**src/rtl/fft4_stream_pkg.sv**
```systemverilog
// Shared types and constants for the streaming 4-point FFT.
package fft4_stream_pkg;

    typedef enum logic [1:0] {
        LOAD  = 2'd0,
        CALC1 = 2'd1,
        CALC2 = 2'd2,
        OUT   = 2'd3
    } state_t;

    localparam int FRAME_LEN = 4;

    // Nominal component width of a complex sample (matches the default W).
    localparam int CPLX_W = 8;

    typedef struct packed {
        logic signed [CPLX_W-1:0] re;
        logic signed [CPLX_W-1:0] im;
    } cplx_t;

endpackage

```
**src/rtl/fft4_bfly.sv**
```systemverilog
// Combinational radix-2 complex butterfly: a+b' and a-b', where b' is b or -j*b.
module fft4_bfly #(
    parameter int IW = 8
) (
    input  logic signed [IW-1:0] i_a_re,
    input  logic signed [IW-1:0] i_a_im,
    input  logic signed [IW-1:0] i_b_re,
    input  logic signed [IW-1:0] i_b_im,
    input  logic                 i_rot,
    output logic signed [IW:0]   o_sum_re,
    output logic signed [IW:0]   o_sum_im,
    output logic signed [IW:0]   o_dif_re,
    output logic signed [IW:0]   o_dif_im
);

    logic signed [IW:0] w_a_re, w_a_im, w_b_re, w_b_im;

    assign w_a_re = {i_a_re[IW-1], i_a_re};
    assign w_a_im = {i_a_im[IW-1], i_a_im};
    assign w_b_re = {i_b_re[IW-1], i_b_re};
    assign w_b_im = {i_b_im[IW-1], i_b_im};

    // -j*b = (b_im, -b_re); folding the negation into the add keeps IW+1 bits exact.
    always_comb begin
        if (i_rot) begin
            o_sum_re = w_a_re + w_b_im;
            o_sum_im = w_a_im - w_b_re;
            o_dif_re = w_a_re - w_b_im;
            o_dif_im = w_a_im + w_b_re;
        end else begin
            o_sum_re = w_a_re + w_b_re;
            o_sum_im = w_a_im + w_b_im;
            o_dif_re = w_a_re - w_b_re;
            o_dif_im = w_a_im - w_b_im;
        end
    end

endmodule

```
**src/rtl/fft4_stream.sv**
```systemverilog
// Streaming 4-point FFT: serial load, 2-stage registered butterfly, serial output.
// Optional 1/4 result scaling is enabled by defining FFT4_STREAM_SCALE_EN.
module fft4_stream
    import fft4_stream_pkg::*;
#(
    parameter int W = 8
) (
    input  logic                clk,
    input  logic                rst_n,
    input  logic                in_valid,
    output logic                in_ready,
    input  logic signed [W-1:0] in_re,
    input  logic signed [W-1:0] in_im,
    input  logic                in_inv,
    output logic                out_valid,
    input  logic                out_ready,
    output logic signed [W+1:0] out_re,
    output logic signed [W+1:0] out_im,
    output logic [1:0]          out_idx,
    output logic                out_last
);

    state_t r_state, w_state_next;
    logic [1:0] r_load_cnt, r_out_cnt;
    logic       r_inv;

    logic signed [W-1:0] r_smp_re [FRAME_LEN];
    logic signed [W-1:0] r_smp_im [FRAME_LEN];

    logic signed [W:0] w_s_re [2], w_s_im [2], w_d_re [2], w_d_im [2];
    logic signed [W:0] r_s_re [2], r_s_im [2], r_d_re [2], r_d_im [2];

    logic signed [W+1:0] w_x_re [FRAME_LEN], w_x_im [FRAME_LEN];
    logic signed [W+1:0] w_bin_re [FRAME_LEN], w_bin_im [FRAME_LEN];
    logic signed [W+1:0] r_bin_re [FRAME_LEN], r_bin_im [FRAME_LEN];

    logic w_in_fire, w_out_fire;

    assign in_ready   = (r_state == LOAD);
    assign out_valid  = (r_state == OUT);
    assign w_in_fire  = in_valid && in_ready;
    assign w_out_fire = out_valid && out_ready;

    assign out_re   = out_valid ? r_bin_re[r_out_cnt] : '0;
    assign out_im   = out_valid ? r_bin_im[r_out_cnt] : '0;
    assign out_idx  = out_valid ? r_out_cnt : 2'd0;
    assign out_last = out_valid && (r_out_cnt == 2'(FRAME_LEN-1));

    // Stage 1: (a,c) -> s0/d0 and (b,d) -> s1/d1.
    genvar gi;
    generate
        for (gi = 0; gi < 2; gi++) begin : g_stage1
            fft4_bfly #(.IW(W)) u_bfly (
                .i_a_re   (r_smp_re[gi]),
                .i_a_im   (r_smp_im[gi]),
                .i_b_re   (r_smp_re[gi+2]),
                .i_b_im   (r_smp_im[gi+2]),
                .i_rot    (1'b0),
                .o_sum_re (w_s_re[gi]),
                .o_sum_im (w_s_im[gi]),
                .o_dif_re (w_d_re[gi]),
                .o_dif_im (w_d_im[gi])
            );
        end
    endgenerate

    fft4_bfly #(.IW(W+1)) u_bfly_even (
        .i_a_re   (r_s_re[0]),
        .i_a_im   (r_s_im[0]),
        .i_b_re   (r_s_re[1]),
        .i_b_im   (r_s_im[1]),
        .i_rot    (1'b0),
        .o_sum_re (w_x_re[0]),
        .o_sum_im (w_x_im[0]),
        .o_dif_re (w_x_re[2]),
        .o_dif_im (w_x_im[2])
    );

    fft4_bfly #(.IW(W+1)) u_bfly_odd (
        .i_a_re   (r_d_re[0]),
        .i_a_im   (r_d_im[0]),
        .i_b_re   (r_d_re[1]),
        .i_b_im   (r_d_im[1]),
        .i_rot    (1'b1),
        .o_sum_re (w_x_re[1]),
        .o_sum_im (w_x_im[1]),
        .o_dif_re (w_x_re[3]),
        .o_dif_im (w_x_im[3])
    );

    // Inverse transform exchanges bins 1 and 3; even bins are unaffected.
    generate
        for (gi = 0; gi < FRAME_LEN; gi++) begin : g_bin
            localparam int ALT = (gi % 2 == 1) ? (FRAME_LEN - gi) : gi;
            logic signed [W+1:0] w_sel_re, w_sel_im;
            assign w_sel_re = r_inv ? w_x_re[ALT] : w_x_re[gi];
            assign w_sel_im = r_inv ? w_x_im[ALT] : w_x_im[gi];
`ifdef FFT4_STREAM_SCALE_EN
            assign w_bin_re[gi] = w_sel_re >>> 2;
            assign w_bin_im[gi] = w_sel_im >>> 2;
`else
            assign w_bin_re[gi] = w_sel_re;
            assign w_bin_im[gi] = w_sel_im;
`endif
        end
    endgenerate

    always_comb begin
        w_state_next = r_state;
        case (r_state)
            LOAD:  if (w_in_fire && r_load_cnt == 2'(FRAME_LEN-1)) w_state_next = CALC1;
            CALC1: w_state_next = CALC2;
            CALC2: w_state_next = OUT;
            OUT:   if (w_out_fire && r_out_cnt == 2'(FRAME_LEN-1)) w_state_next = LOAD;
            default: w_state_next = LOAD;
        endcase
    end

    // Counters wrap to 0 naturally after the 4th transfer.
    always_ff @(posedge clk) begin
        if (!rst_n) begin
            r_state    <= LOAD;
            r_load_cnt <= 2'd0;
            r_out_cnt  <= 2'd0;
        end else begin
            r_state <= w_state_next;
            if (w_in_fire)  r_load_cnt <= r_load_cnt + 2'd1;
            if (w_out_fire) r_out_cnt  <= r_out_cnt + 2'd1;
        end
    end

    always_ff @(posedge clk) begin
        if (w_in_fire) begin
            r_smp_re[r_load_cnt] <= in_re;
            r_smp_im[r_load_cnt] <= in_im;
            if (r_load_cnt == 2'd0) r_inv <= in_inv;
        end
        if (r_state == CALC1) begin
            r_s_re <= w_s_re;
            r_s_im <= w_s_im;
            r_d_re <= w_d_re;
            r_d_im <= w_d_im;
        end
        if (r_state == CALC2) begin
            r_bin_re <= w_bin_re;
            r_bin_im <= w_bin_im;
        end
    end

endmodule
```
**config.mk**
```make
export PLATFORM = sky130hd
export DESIGN_NAME = fft4_stream
export DESIGN_NICKNAME = d
export VERILOG_FILES = /design/src/rtl/fft4_stream_pkg.sv /design/src/rtl/fft4_bfly.sv /design/src/rtl/fft4_stream.sv
export SDC_FILE = /design/constraint.sdc
export NUM_CORES = 1
export LEC_CHECK = 0
export CAP_MARGIN = 30
export CORE_ASPECT_RATIO = 1.4
export CORE_MARGIN = 5
export CORE_UTILIZATION = 45
export CTS_BUF_LIST = sky130_fd_sc_hd__clkbuf_16
export DETAILED_ROUTE_END_ITERATION = 7
export PLACE_DENSITY = 0.7
export SETUP_SLACK_MARGIN = 0.3
export SLEW_MARGIN = 10
export SYNTH_ARGS = -nofsm -noshare
export SYNTH_HDL_FRONTEND = slang
export SYNTH_SLANG_ARGS = --single-unit
```
**constraint.sdc**
```tcl
create_clock -name clk -period 4.7 [get_ports clk]
set_input_delay 0.705 -clock clk [delete_from_list [all_inputs] [get_ports clk]]
set_output_delay 0.705 -clock clk [all_outputs]
set_load 0.03 [all_outputs]
```
# ---- After elaboration in Yosys (flattened, before gate mapping)
# Memory sizes are Yosys's and may differ from the RTL's.
# Index checks and enable logic that the tools add are counted.
# Widths: inputs -> output; s select.
dict set report word_totals {
  n_memories 2
  reg_bits 159
  elab_cells 76
  out_inout_bits 25
  in_bits 21
  ram_bits 64
}
# name depth width rd rd_ports_with_merged_regs write_ports line_no
set mem_list {}
lappend mem_list {r_smp_im 4 8 4 0 1 fft4_stream.sv:28} ;# logic signed [W-1:0] r_smp_im [FRAME_LEN];
lappend mem_list {r_smp_re 4 8 4 0 1 fft4_stream.sv:27} ;# logic signed [W-1:0] r_smp_re [FRAME_LEN];
dict set report op_classes {
  order_cmp 1
  eq_ne 7
  n_addsub 18
  n_reduce_logical 9
  bitwise 1
  muxes 18
}
# operator n
set ops {}
lappend ops {{$mux 10} 10}
lappend ops {{$add 9x9->10} 4}
lappend ops {{$bmux 10 s2} 2}
lappend ops {{$sub 9x9->10} 4}
lappend ops {{$add 8x8->9} 4}
lappend ops {{$sub 8x8->9} 4}
lappend ops {{$eq 2x2->1 const B} 4}
lappend ops {{$pmux 2 s4} 1}
lappend ops {{$mux 2} 3}
lappend ops {{$logic_and 1x1->1} 5}
lappend ops {{$add 2x1->2 const B} 2}
lappend ops {{$logic_not 2->1} 2}
lappend ops {{$ne 2x1->1 const B} 2}
lappend ops {{$reduce_and 2->1} 2}
lappend ops {{$ge 3x3->1 const B} 1}
lappend ops {{$not 2->3} 1}
lappend ops {{$eq 2x1->1 const B} 1}
lappend ops {{$mux 1} 2}

# ---- Logic depth before layout (Yosys ltp)
dict set report logic_depth {
  ltp_word 5
  depth_mapped 10
  depth_no_buf 10
}

# ---- By module
# Synthesis repeated with hierarchy kept, for this count alone.
dict set report unflattened {
  hier_cells 1360
  area_unflattened_um2 15561.2
}
# mod instances cells_per_inst area_each_um2
set by_module_without_submodules {}
lappend by_module_without_submodules {fft4_stream 1 357 8042.7}
lappend by_module_without_submodules {{fft4_bfly (u_bfly_even)} 1 271 2060.7}
lappend by_module_without_submodules {{fft4_bfly (u_bfly_odd)} 1 270 2025.7}
lappend by_module_without_submodules {{fft4_bfly (g_stage1[0].u_bfly)} 1 231 1717.9}
lappend by_module_without_submodules {{fft4_bfly (g_stage1[1].u_bfly)} 1 231 1714.1}

# ---- Least setup slack after synthesis
# Ideal clock, no wire load.
dict set report synth_path {
  kind {register -> register}
  from {register r_state[0]}
  to {register r_bin_im[11] (netlist name), enable pin}
  arrival_ps 2244
  path_slack_ps 2012
  path_stages_with_launch 3
  path_buffers 0
  t_required_ps 4256
  setup_time_ps 444
  period_less_slack_ps 2688
  path_cell_list {dfxtp_1 inv_1 ha_1}
}
dict set report synth_between {
  elab_chain_cells 1
}
# item line_no
set synth_rtl {}
lappend synth_rtl {{start, declared} fft4_stream.sv:23} ;# state_t r_state, w_state_next;
lappend synth_rtl {{start signal, assigned} fft4_stream.sv:126} ;# r_state <= w_state_next;
lappend synth_rtl {{$eq 2x2->1} fft4_stream.sv:144} ;# if (r_state == CALC2) begin
lappend synth_rtl {{end signal, assigned} fft4_stream.sv:146} ;# r_bin_im <= w_bin_im;
lappend synth_rtl {{end, declared} fft4_stream.sv:35} ;# logic signed [W+1:0] r_bin_re [FRAME_LEN], r_bin_im [FRAME_LEN];
# Every way passes these cells.
# A chain may end at the register's enable or synchronous reset.

# ---- Worst setup path after layout
dict set report layout_path {
  from {register r_out_cnt[0]}
  to {output port out_re[6]}
}
dict set report layout_between {
  elab_chain_cells 5
}
# item line_no
set layout_rtl {}
lappend layout_rtl {{start, declared} fft4_stream.sv:24} ;# logic [1:0] r_load_cnt, r_out_cnt;
lappend layout_rtl {{start signal, assigned} fft4_stream.sv:128} ;# if (w_out_fire) r_out_cnt <= r_out_cnt + 2'd1;
lappend layout_rtl {{$not 2->3 (implied by the code)} fft4_stream.sv:44} ;# assign out_re = out_valid ? r_bin_re[r_out_cnt] : '0;
lappend layout_rtl {{$bmux 10 s2} fft4_stream.sv:44}
lappend layout_rtl {{$mux 10 (implied by the code) (2 in a row)} fft4_stream.sv:44}
lappend layout_rtl {{$mux 10} fft4_stream.sv:44}
lappend layout_rtl {{end, declared} fft4_stream.sv:17} ;# output logic signed [W+1:0] out_re,
# Every way passes these cells. The select of a mux whose other input is x is not followed.

==> impl_metrics.env <==
export IMPL_grt_max_degree=55
export IMPL_ys_flop_type="edfxtp_1"
export IMPL_synth_area_sq_mm=0.0132
export IMPL_grt_pass1_wl_um=40400
export IMPL_cp_required_ps=3990
export IMPL_gr_total_overflow=0
export IMPL_max_freq_ghz=0.292
export IMPL_fin_skew_ps=8.57
export IMPL_setup_tns_ps=0
export IMPL_grt_use_total_pct=15.2
export IMPL_antenna_found_initial=0
export IMPL_finalHoldViolCount=0
export IMPL_post_route_period_util_pct=72.9
export IMPL_io_buffers=45
export IMPL_clockPowerShare_pct=21.5
export IMPL_cts_resized=0
export IMPL_globalplace_congestion=0.878
export IMPL_power_mw=7.57
export IMPL_final_util_pct=50.6
export IMPL_num_nets_final=1349
export IMPL_row_count=74
export IMPL_p_sw_share_pct=34.4
export IMPL_antenna_violating_nets_post_route=0
export IMPL_clk_latency_ps=500
export IMPL_grt_pass1_vias=8123
export IMPL_min_from="r_load_cnt[1]$_SDFFE_PN0P_"
export IMPL_die_h_um=213
export IMPL_path_delay_family="buffers and inverters"
export IMPL_ys_ff_latch=215
export IMPL_end_kind="output pin"
export IMPL_startpoint_type="flop"
export IMPL_seqPwrFrac_pct=38.4
export IMPL_cts_buffers=20
export IMPL_vias=7973
export IMPL_slowest_stage="clkdlybuf4s50_1"
export IMPL_syn_nets=1310
export IMPL_fin_crit_ps=3420
export IMPL_power_density_mw_per_mm2=514
export IMPL_syn_to_final_growth_pct=11.3
export IMPL_r2r_start="r_d_re[0]$_DFFE_PN_"
export IMPL_rsz0062_at_grt="false"
export IMPL_fin_cells=1559
export IMPL_numPlacedInstances=1525
export IMPL_drive_above_1_share_pct=5.43
export IMPL_whs_ps=512
export IMPL_drt_initial_drc_count=464
export IMPL_finalWirelength_um=24400
export IMPL_avgViaCountPerCell=5.11
export IMPL_criticalPathCategory="reg -> out"
export IMPL_htree_levels=1
export IMPL_critPathMaxStageDelay_ps=590
export IMPL_core_sq_mm=0.0291
export IMPL_cap_viol_max_count=0
export IMPL_pwr_share_comb_pct=40.1
export IMPL_hold_path_class="reg -> reg"
export IMPL_post_cts_buffers=0
export IMPL_n_antenna_cell=0
export IMPL_cts_tree="yes"
export IMPL_synth_edf_count=209
export IMPL_drc=0
export IMPL_die_w_um=155
export IMPL_regArea_sq_mm=0.00640
export IMPL_async_flop_share_pct=0
export IMPL_crit_buf_inv=2
export IMPL_post_drt_wl_per_cell_um=15.7
export IMPL_crit_path_start="r_out_cnt[0]$_SDFFE_PN0P_"
export IMPL_setup_viol_count_final=0
export IMPL_p_sw_mw=2.60
export IMPL_status="completed"
export IMPL_hold_buffers=0
export IMPL_die_area_sq_mm=0.0330
export IMPL_ys_seq_area_share_pct=48.4
export IMPL_p_leak_nw=5.72
export IMPL_cts_sinks=215
export IMPL_ir_drop_mv=0.207
export IMPL_syn_inst=1128
export IMPL_path_max_fanout=17
export IMPL_syn_area_per_cell_sq_um=11.7
export IMPL_start_util_pct=45.5
export IMPL_multiInputGateArea_sq_mm=0.00620
export IMPL_ios=46
export IMPL_fill_cells=2560
export IMPL_synth_distinct_cells=61
export IMPL_tightest_slew_ps=906
export IMPL_yosysWarnings=0
export IMPL_slew_headroom_pct=39.6
export IMPL_dr_pass1_iters=4
export IMPL_p_int_mw=4.97
export IMPL_clkTransAtPathRegs_ps=60
export IMPL_cp_cell_sequence="buf_4 -> mux4_2 -> and2_1 -> clkdlybuf4s50_1"
export IMPL_report_final_slew_viol_count=0
export IMPL_clockBufferDepth=3
export IMPL_clockRootBuffer="clkbuf_16"
export IMPL_cp_arrival_ps=2720
export IMPL_hpwlAfterDp_um=19400
-- metrics by stage --
step / worst slack (ps) / area (sq um)
detailed placement: 1740 / 14100
CTS: 1200 / 14700
global route: 1100 / 14700
floorplan: 2010 / 13200
finish: 1280 / 14700
global placement: 1780 / 14000
-- worst min-delay path: stages (launching register included) --
cell and delay, ps:
dfxtp_1 330, nand2_1 60, a21boi_0 70
-- cells in the mapped netlist, drive strengths merged, types with 4 or more instances --
cell     count  area share (%)
a2111oi      5            0.38
a211oi       5            0.28
a21boi       4            0.23
a21o         6            0.34
a21oi       58             2.2
a221oi       6            0.40
a22o         4            0.26
and2        24             1.2
buf         13            0.48
clkbuf      20            0.57
dfxtp        6            0.91
edfxtp     209              47
fa          16             2.4
ha         145              14
inv        130             3.7
mux2i       13            0.98
mux4        20             3.4
nand2       29            0.82
nand2b      25             1.2
nand3       14            0.53
nor2        89             2.5
nor2b       32             1.5
nor3        14            0.53
nor4         9            0.43
o211ai       5            0.28
o21a        14            0.79
o21ai       45             1.7
o21bai      13            0.74
o22ai        6            0.28
o41a         6            0.51
or3          4            0.19
xnor2       72             4.8
xor2        28             1.9
-- metal layers --
metal	share of wire, %	GRT usage, %
met3	3.6	2.15
met5	0	0
met1	42	18.3
met4	2.2	4.75
met2	52	27.9
-- final cells by class --
| type | instances | share of cell area [%] |
|---|---|---|
| Sequential cell | 215 | 43.5 |
| Multi-Input combinational cell | 750 | 42.2 |
| Clock buffer | 21 | 3.57 |
| Timing Repair Buffer | 50 | 3.37 |
| Inverter | 130 | 3.32 |
| Tap cell | 380 | 3.23 |
| Clock inverter | 13 | 0.910 |
-- logic make-up (layout without fill, tap and decap cells) --
logic type      after synthesis  count (layout)  share of synthesized area, %
mux                          36              36                          4.65
simple gates                253             253                          9.57
compound gates              200             200                          9.91
buf+inv                     163             214                          4.74
flops                       215             215                          48.4
xor+xnor                    100             100                          6.62
fa+ha+maj                   161             161                          16.1
-- cells in the final DEF, fill, tap and decap left out, drive strengths merged, types with 20 or more instances in the layout --
cell type / instances
a21oi: 58
and2: 24
clkbuf: 21
clkdlybuf4s50: 45
edfxtp: 209
ha: 145
inv: 136
mux4: 20
nand2: 29
nand2b: 25
nor2: 89
nor2b: 32
o21ai: 45
xnor2: 72
xor2: 28
-- sequential cells by signal, indices dropped and copies added, names as in the netlist, 16 cells and up --
signal / count
r_bin_re: 38
r_bin_im: 38
r_d_im: 16
r_smp_re: 32
r_smp_im: 32
r_s_im: 18
r_d_re: 18
r_s_re: 16
-- path summary, 6_finish.rpt --
kind	endpoint	slack (ps)	cells after the start
setup / recovery	out_re[6]	1280	4
hold / removal	r_load_cnt[1]$_SDFFE_PN0P_	510	2
setup reg to reg	r_bin_re[38]$_DFFE_PP_	2210	8
hold reg to reg	r_load_cnt[1]$_SDFFE_PN0P_	510	2
-- power by group through the flow --
stage	Sequential, mW	Combinational [mW]	Clock [mW]
detailed placement	2.95	3.03	0
floorplan	2.89	2.34	0
global placement	2.93	2.96	0
global route	2.94	3.40	1.75
CTS	2.91	3.05	1.68
finish	2.90	3.04	1.63
Power figures use the tool's default switching activity.
